--- src/rtl/ct_fcnvt_vec_seq.sv ---
// Vector element sequencer for the scalar fcnvt pipe: issues one element per cycle,
// packs the ex3 returns into a 128-bit destination and reports one completion.
module ct_fcnvt_vec_seq #(
    parameter int PIPE_LAT = 3,
    parameter int VLEN     = 128
) (
    input  logic            forever_cpuclk,
    input  logic            cpurst_b,
    input  logic            rtu_yy_xx_flush,
    input  logic            req_vld,
    output logic            req_rdy,
    input  logic [VLEN-1:0] req_src,
    input  logic [1:0]      req_sew,
    input  logic [3:0]      req_vl,
    input  logic [19:0]     req_func,
    output logic            seq_ex1_vld,
    output logic [63:0]     seq_ex1_src,
    output logic [19:0]     seq_ex1_func,
    input  logic            fcnvt_ex3_vld,
    input  logic [63:0]     fcnvt_ex3_result,
    input  logic [4:0]      fcnvt_ex3_expt,
    output logic            seq_done_vld,
    output logic [VLEN-1:0] seq_done_result,
    output logic [4:0]      seq_done_fflags
);

    localparam int CNT_W = $clog2(PIPE_LAT + 1);

    localparam logic [2:0] S_IDLE   = 3'd0;
    localparam logic [2:0] S_ISSUE  = 3'd1;
    localparam logic [2:0] S_DRAIN  = 3'd2;
    localparam logic [2:0] S_DONE   = 3'd3;
    localparam logic [2:0] S_FLUSHW = 3'd4;

    // Clamp the requested length to the number of lanes that fit in VLEN.
    function automatic logic [3:0] eff_vl(input logic [1:0] sew, input logic [3:0] vl);
        logic [3:0] vlmax;
        case (sew)
            2'd0:    vlmax = 4'd8;
            2'd1:    vlmax = 4'd4;
            default: vlmax = 4'd2;
        endcase
        return (vl > vlmax) ? vlmax : vl;
    endfunction

    function automatic logic [63:0] get_elem(input logic [VLEN-1:0] src, input logic [1:0] sew,
                                             input logic [2:0] idx);
        logic [63:0] e;
        e = '0;
        case (sew)
            2'd0:    e[15:0] = src[{idx[2:0], 4'b0} +: 16];
            2'd1:    e[31:0] = src[{idx[1:0], 5'b0} +: 32];
            default: e       = src[{idx[0], 6'b0} +: 64];
        endcase
        return e;
    endfunction

    function automatic logic [VLEN-1:0] put_lane(input logic [VLEN-1:0] acc, input logic [1:0] sew,
                                                 input logic [2:0] idx, input logic [63:0] res);
        logic [VLEN-1:0] r;
        r = acc;
        case (sew)
            2'd0:    r[{idx[2:0], 4'b0} +: 16] = res[15:0];
            2'd1:    r[{idx[1:0], 5'b0} +: 32] = res[31:0];
            default: r[{idx[0], 6'b0} +: 64]   = res;
        endcase
        return r;
    endfunction

    logic [2:0]      state;
    logic [VLEN-1:0] src_q;
    logic [VLEN-1:0] result_q;
    logic [1:0]      sew_q;
    logic [19:0]     func_q;
    logic [3:0]      vl_q;
    logic [3:0]      iss_cnt;
    logic [3:0]      ret_cnt;
    logic [4:0]      fflags_q;
    logic [CNT_W-1:0] flw_cnt;

    logic            busy;
    logic            flush_hit;
    logic            ret_take;
    logic            last_iss;
    logic [3:0]      ret_cnt_nxt;
    logic [3:0]      acc_vl;

    assign busy        = (state == S_ISSUE) || (state == S_DRAIN) || (state == S_DONE);
    assign flush_hit   = rtu_yy_xx_flush && (busy || (state == S_FLUSHW));
    assign ret_take    = fcnvt_ex3_vld && ((state == S_ISSUE) || (state == S_DRAIN)) && (ret_cnt < vl_q);
    assign ret_cnt_nxt = ret_cnt + {3'b0, ret_take};
    assign last_iss    = (iss_cnt == (vl_q - 4'd1));
    assign acc_vl      = eff_vl(req_sew, req_vl);

    // Issue and completion are gated by flush in the same cycle so nothing escapes.
    assign req_rdy         = (state == S_IDLE);
    assign seq_ex1_vld     = (state == S_ISSUE) && !rtu_yy_xx_flush;
    assign seq_ex1_src     = seq_ex1_vld ? get_elem(src_q, sew_q, iss_cnt[2:0]) : '0;
    assign seq_ex1_func    = func_q;
    assign seq_done_vld    = (state == S_DONE) && !rtu_yy_xx_flush;
    assign seq_done_result = result_q;
    assign seq_done_fflags = fflags_q;

    always_ff @(posedge forever_cpuclk or negedge cpurst_b) begin
        if (!cpurst_b) begin
            state    <= S_IDLE;
            src_q    <= '0;
            result_q <= '0;
            sew_q    <= '0;
            func_q   <= '0;
            vl_q     <= '0;
            iss_cnt  <= '0;
            ret_cnt  <= '0;
            fflags_q <= '0;
            flw_cnt  <= '0;
        end else if (flush_hit) begin
            state   <= S_FLUSHW;
            flw_cnt <= CNT_W'(PIPE_LAT - 1);
            iss_cnt <= '0;
            ret_cnt <= '0;
        end else begin
            case (state)
                S_IDLE: begin
                    if (req_vld) begin
                        src_q    <= req_src;
                        sew_q    <= req_sew;
                        func_q   <= req_func;
                        vl_q     <= acc_vl;
                        iss_cnt  <= '0;
                        ret_cnt  <= '0;
                        result_q <= '0;
                        fflags_q <= '0;
                        state    <= (acc_vl == 4'd0) ? S_DONE : S_ISSUE;
                    end
                end
                S_ISSUE: begin
                    iss_cnt <= iss_cnt + 4'd1;
                    if (last_iss) begin
                        state <= S_DRAIN;
                    end
                end
                S_DRAIN: begin
                    if (ret_cnt_nxt == vl_q) begin
                        state <= S_DONE;
                    end
                end
                S_DONE: state <= S_IDLE;
                S_FLUSHW: begin
                    if (flw_cnt == '0) begin
                        state <= S_IDLE;
                    end else begin
                        flw_cnt <= flw_cnt - 1'b1;
                    end
                end
                default: state <= S_IDLE;
            endcase
            // Returns only arrive in ISSUE/DRAIN, so they never collide with the IDLE latch.
            if (ret_take) begin
                result_q <= put_lane(result_q, sew_q, ret_cnt[2:0], fcnvt_ex3_result);
                fflags_q <= fflags_q | fcnvt_ex3_expt;
                ret_cnt  <= ret_cnt_nxt;
            end
        end
    end

endmodule

--- config.mk ---
export PLATFORM = sky130hd
export DESIGN_NAME = ct_fcnvt_vec_seq
export DESIGN_NICKNAME = d
export VERILOG_FILES = /design/src/rtl/ct_fcnvt_vec_seq.sv
export SDC_FILE = /design/constraint.sdc
export NUM_CORES = 1
export LEC_CHECK = 0
export ABC_AREA = 1
export CAP_MARGIN = 20
export CORE_UTILIZATION = 55
export DETAILED_ROUTE_END_ITERATION = 10
export MAX_ROUTING_LAYER = met4
export PLACE_DENSITY = 0.85
export REMOVE_ABC_BUFFERS = 1
export SLEW_MARGIN = 40
export SYNTH_ARGS = -nofsm -noshare
export SYNTH_HDL_FRONTEND = slang
export SYNTH_SLANG_ARGS = --single-unit
--- constraint.sdc ---
create_clock -name forever_cpuclk -period 6.65 [get_ports forever_cpuclk]
set_input_delay 0.665 -clock forever_cpuclk [delete_from_list [all_inputs] [get_ports forever_cpuclk]]
set_output_delay 0.665 -clock forever_cpuclk [all_outputs]
set_load 0.02 [all_outputs]
==> metrics.md <==
| Metric | Value |
|---|---|
| Fraction of layout instances using a drive strength above 1 | roughly 3.5% |
| Quantity of I/O buffers inserted on ports | approximately 450 |
| Delay of the slowest cell on the worst path | roughly 0.69 ns |
| Htree depth | 2 |
| TritonCTS clock tree | done |
| Number of gates given a new drive strength after cts | 0 |
| Area occupied by multi-input gates | 0.01181 mm2 |
| Status | completed |
| Largest net degree at the start of global routing | 116 |
| Worst endpoint required time | around 6.0 ns |
| Sum of overflow across all layers after global routing | 0 |
| Wire length of the first global-routing pass | approximately 130 mm |
| Final critical-path required period | 4.619 ns |
| Number of flops mapped to enable cells by yosys | 0 |
| Top-level I/O count | 448 |
| RSZ-0062 raised after global routing | no |
| Depth of the most critical reg-to-reg path | 13 |
| Root cell of the clock tree | sky130_fd_sc_hd__clkbuf_16 |
| Chip Width | 198.2 um |
| Worst setup slack before clock tree synthesis | 2.432 ns |
| Layout-stage area growth over the synthesis result | 26.83% |
| Die Y | 198.2 um |
| Final wirelength | 83.06 mm |
| Hold Path Cell Cnt | 2 |
| Initial antenna violation count | 7 |
| Number of design rule violations left after detail routing | 0 |
| Placed cells | between 4k and 5k |
| Maximum Capacitance Violations | 0 |
| Sequential share of the synthesized area | between 30% and 40% |
| Yosys top cell by area | sky130_fd_sc_hd__dfrtp_1 |
| Final cell count without fillers | approximately 4.2k |
| Most frequent cells after synthesis | 1229 x sky130_fd_sc_hd__nand2_1, 424 x sky130_fd_sc_hd__a21oi_1, 300 x sky130_fd_sc_hd__dfrtp_1 |
| Mean Syn Cell Area | 6.267 um2 |
| Die outline area | 0.03929 mm2 |
| Number of buffers inserted during clock tree synthesis | 36 |
| Clock transition at the registers of the reported paths | approximately 0.06 ns |
| Fin crit share | between 60% and 70% |
| Starting DRC count in detailed routing | approximately 3.1k |
| Remaining antenna violation count after routing | 0 |
| Global routing usage summed across all routing layers | 43.07% |
| Cell leakage power | roughly 13 nW |
| Yosys warnings | 0 |
| Post-CTS setup repair buffer count | 0 |
| Quantity of hold-fixing buffers added after cts | 0 |
| Setup tns final | 0 ns |
| Type of origin of the critical path | flip-flop |
| Critical Setup Path Class | reg -> out |
| Length of the first detailed-routing pass in iterations | 6 |
| Relative max-transition margin | between 30% and 40% |
| Via Count | between 20k and 30k |
| Final-report hold violation count | 0 |
| Flops & latches, synth | 300 |
| Number of rows created at floorplan | between 70 and 80 |
| Final estimated routing congestion in global placement | approximately 0.96 |
| Proportion of netlist area held by the largest area contributor | a little over a third |
| Data arrival time at the worst-slack endpoint | just under 4 ns |
| Power density over the cells | around 450 mW/mm2 |
| Largest cells by area after synthesis | sky130_fd_sc_hd__dfrtp_1 35%, sky130_fd_sc_hd__nand2_1 22%, sky130_fd_sc_hd__a21oi_1 10%, sky130_fd_sc_hd__nand3_1 6.2%, sky130_fd_sc_hd__o21ai_0 5.0% |
| Smallest setup slack after layout | approximately 2.0 ns |
| Clk Latency, worst-skew pair | between 0.5 and 0.6 ns |
| Master of the slowest instance on the critical path | sky130_fd_sc_hd__clkdlybuf4s50_1 |
| Filler Cell Count | about 3.2k |
| DP Wirelength | between 50 and 60 mm |
| Number of global-route vias before repair | ~24k |
| Post-detailed-route wirelength per cell | just under 20 um |
| Pwr Total | ~0.012 W |
| Final number of setup-violating endpoints | 0 |
| Max VDD drop | around 0.35 mV |
| Starting density of the core | a little under three fifths |
| Share of flip-flops with an asynchronous set or reset | between 90% and 100% |
| Syn Inst Count | 3379 |
| Longest Clk Path Bufs | 3 |
| Classification of the worst-slack hold path | reg -> reg |
| Slew of the pin with the lowest slew margin | about 0.92 ns |
| Synth Cell Area | 0.02118 mm2 |
| Reg area | between 0.007 and 0.008 mm2 |
| Max Clock Skew | between 0.015 and 0.02 ns |
| Most used flip-flop cell after synthesis | sky130_fd_sc_hd__dfrtp_1 |
| Max-slew violation count | 0 |
| Vias per Instance | roughly 6 |
| Distinct cells, synth | 35 |
| Area of the core region | roughly 0.038 mm2 |
| Highest achievable clock rate | 216.5 MHz |
| Fin nets | 3888 |
| Largest fanout on the critical path | 63 |
| CP dominant cell by count | sky130_fd_sc_hd__o21ai_0 |
| Sequence of cells on the critical path | inv_4 > buf_4 > nand2_1 > o21ai_0 > nor2_1 > a31oi_1 > o21ai_0 > a21oi_1 > clkdlybuf4s50_1 |
| Most common cell in the netlist | sky130_fd_sc_hd__nand2_1 |
| Number of clock sinks seen by CTS | 300 |
| Post-route core utilization | between 70% and 80% |
| Crit. End Element | output port |
[per-stage QoR]
step / hold WS, ns / cell area, um2
global placement: 0.4551 / 25450
floorplan: 0.3694 / 20050
CTS: 0.1363 / 26780
detailed placement: 0.4594 / 25520
global route: 0.4929 / 26850
finish: 0.4735 / 26860
[cells in the final DEF, fill, tap and decap left out, types with 16 or more instances in the layout]
cell / netlist / routed
sky130_fd_sc_hd__inv_1: 201 / 199
sky130_fd_sc_hd__o211ai_1: 72 / 72
sky130_fd_sc_hd__o2111ai_1: 16 / 16
sky130_fd_sc_hd__dfrtp_1: 300 / 296
sky130_fd_sc_hd__clkdlybuf4s50_1: 0 / 446
sky130_fd_sc_hd__clkbuf_16: 0 / 37
sky130_fd_sc_hd__a31oi_1: 16 / 16
sky130_fd_sc_hd__ha_1: 17 / 17
sky130_fd_sc_hd__buf_4: 8 / 18
sky130_fd_sc_hd__a21oi_1: 424 / 424
sky130_fd_sc_hd__a22oi_1: 32 / 32
sky130_fd_sc_hd__nand3_1: 262 / 262
sky130_fd_sc_hd__nor2_1: 277 / 273
sky130_fd_sc_hd__o21ai_0: 212 / 212
sky130_fd_sc_hd__nand2_1: 1229 / 1225
[final cells by class]
type / count / area share, %
diodes: 8 / 0.07454
inverters: 215 / 3.038
repair buffers: 480 / 17.87
well taps: 511 / 2.381
clock buffers: 51 / 3.904
clock inverters: 13 / 0.7734
flip-flops and latches: 300 / 27.99
multi-input cells: 2610 / 43.97
[worst max-delay path: cells and delay by family, from the launching register on]
family	cells	cell delay, ns
compound gates	4	0.71
buf+inv	3	1.77
flops	1	0.65
simple gates	2	0.26
[worst paths after layout]
check | end | start | slack, ns
max | seq_ex1_src[10] | iss_cnt[0] | 2.03
min | seq_ex1_func[12] | seq_ex1_func[12] | 0.47
max reg2reg | seq_done_result[8] | ret_cnt[0] | 2.27
min reg2reg | seq_ex1_func[12] | seq_ex1_func[12] | 0.47
max in group asynchronous | src_q[48] | cpurst_b | 4.73
min in group asynchronous | seq_done_result[84] | cpurst_b | 0.54
[where the power goes]
part	switching, W	internal [W]
Combinational	0.00447	0.00233
Clock	0.000852	0.00130
Sequential	0.000633	0.00253
Total	0.00596	0.00615
[layer usage]
metal | track usage (%) | vias up | share of wire, %
met1 | 49.96 | 11570 | 35
met3 | 10.76 | 434 | 13
li1 | - | 11570 | -
met5 | - | - | 0
met4 | 29.97 | 0 | 7.1
met2 | 65.47 | 1960 | 45
[cells by family after synthesis]
group           Yosys count  synth area share, %
xor+xnor                  6               0.2482
buf+inv                 469                9.159
fa+ha+maj                17                1.004
compound gates          789                20.27
simple gates           1798                33.86
flops                   300                35.45
[flip-flops by register name, indices dropped and copies added (netlist names)]
| register | flops |
|---|---|
| seq_done_result | 128 |
| src_q | 128 |
| seq_ex1_func | 20 |
| seq_done_fflags | 5 |
| iss_cnt | 4 |
| ret_cnt | 4 |
| vl_q | 4 |
| state | 3 |
| flw_cnt | 2 |
| sew_q | 2 |
(Power assumes the default switching activity.)
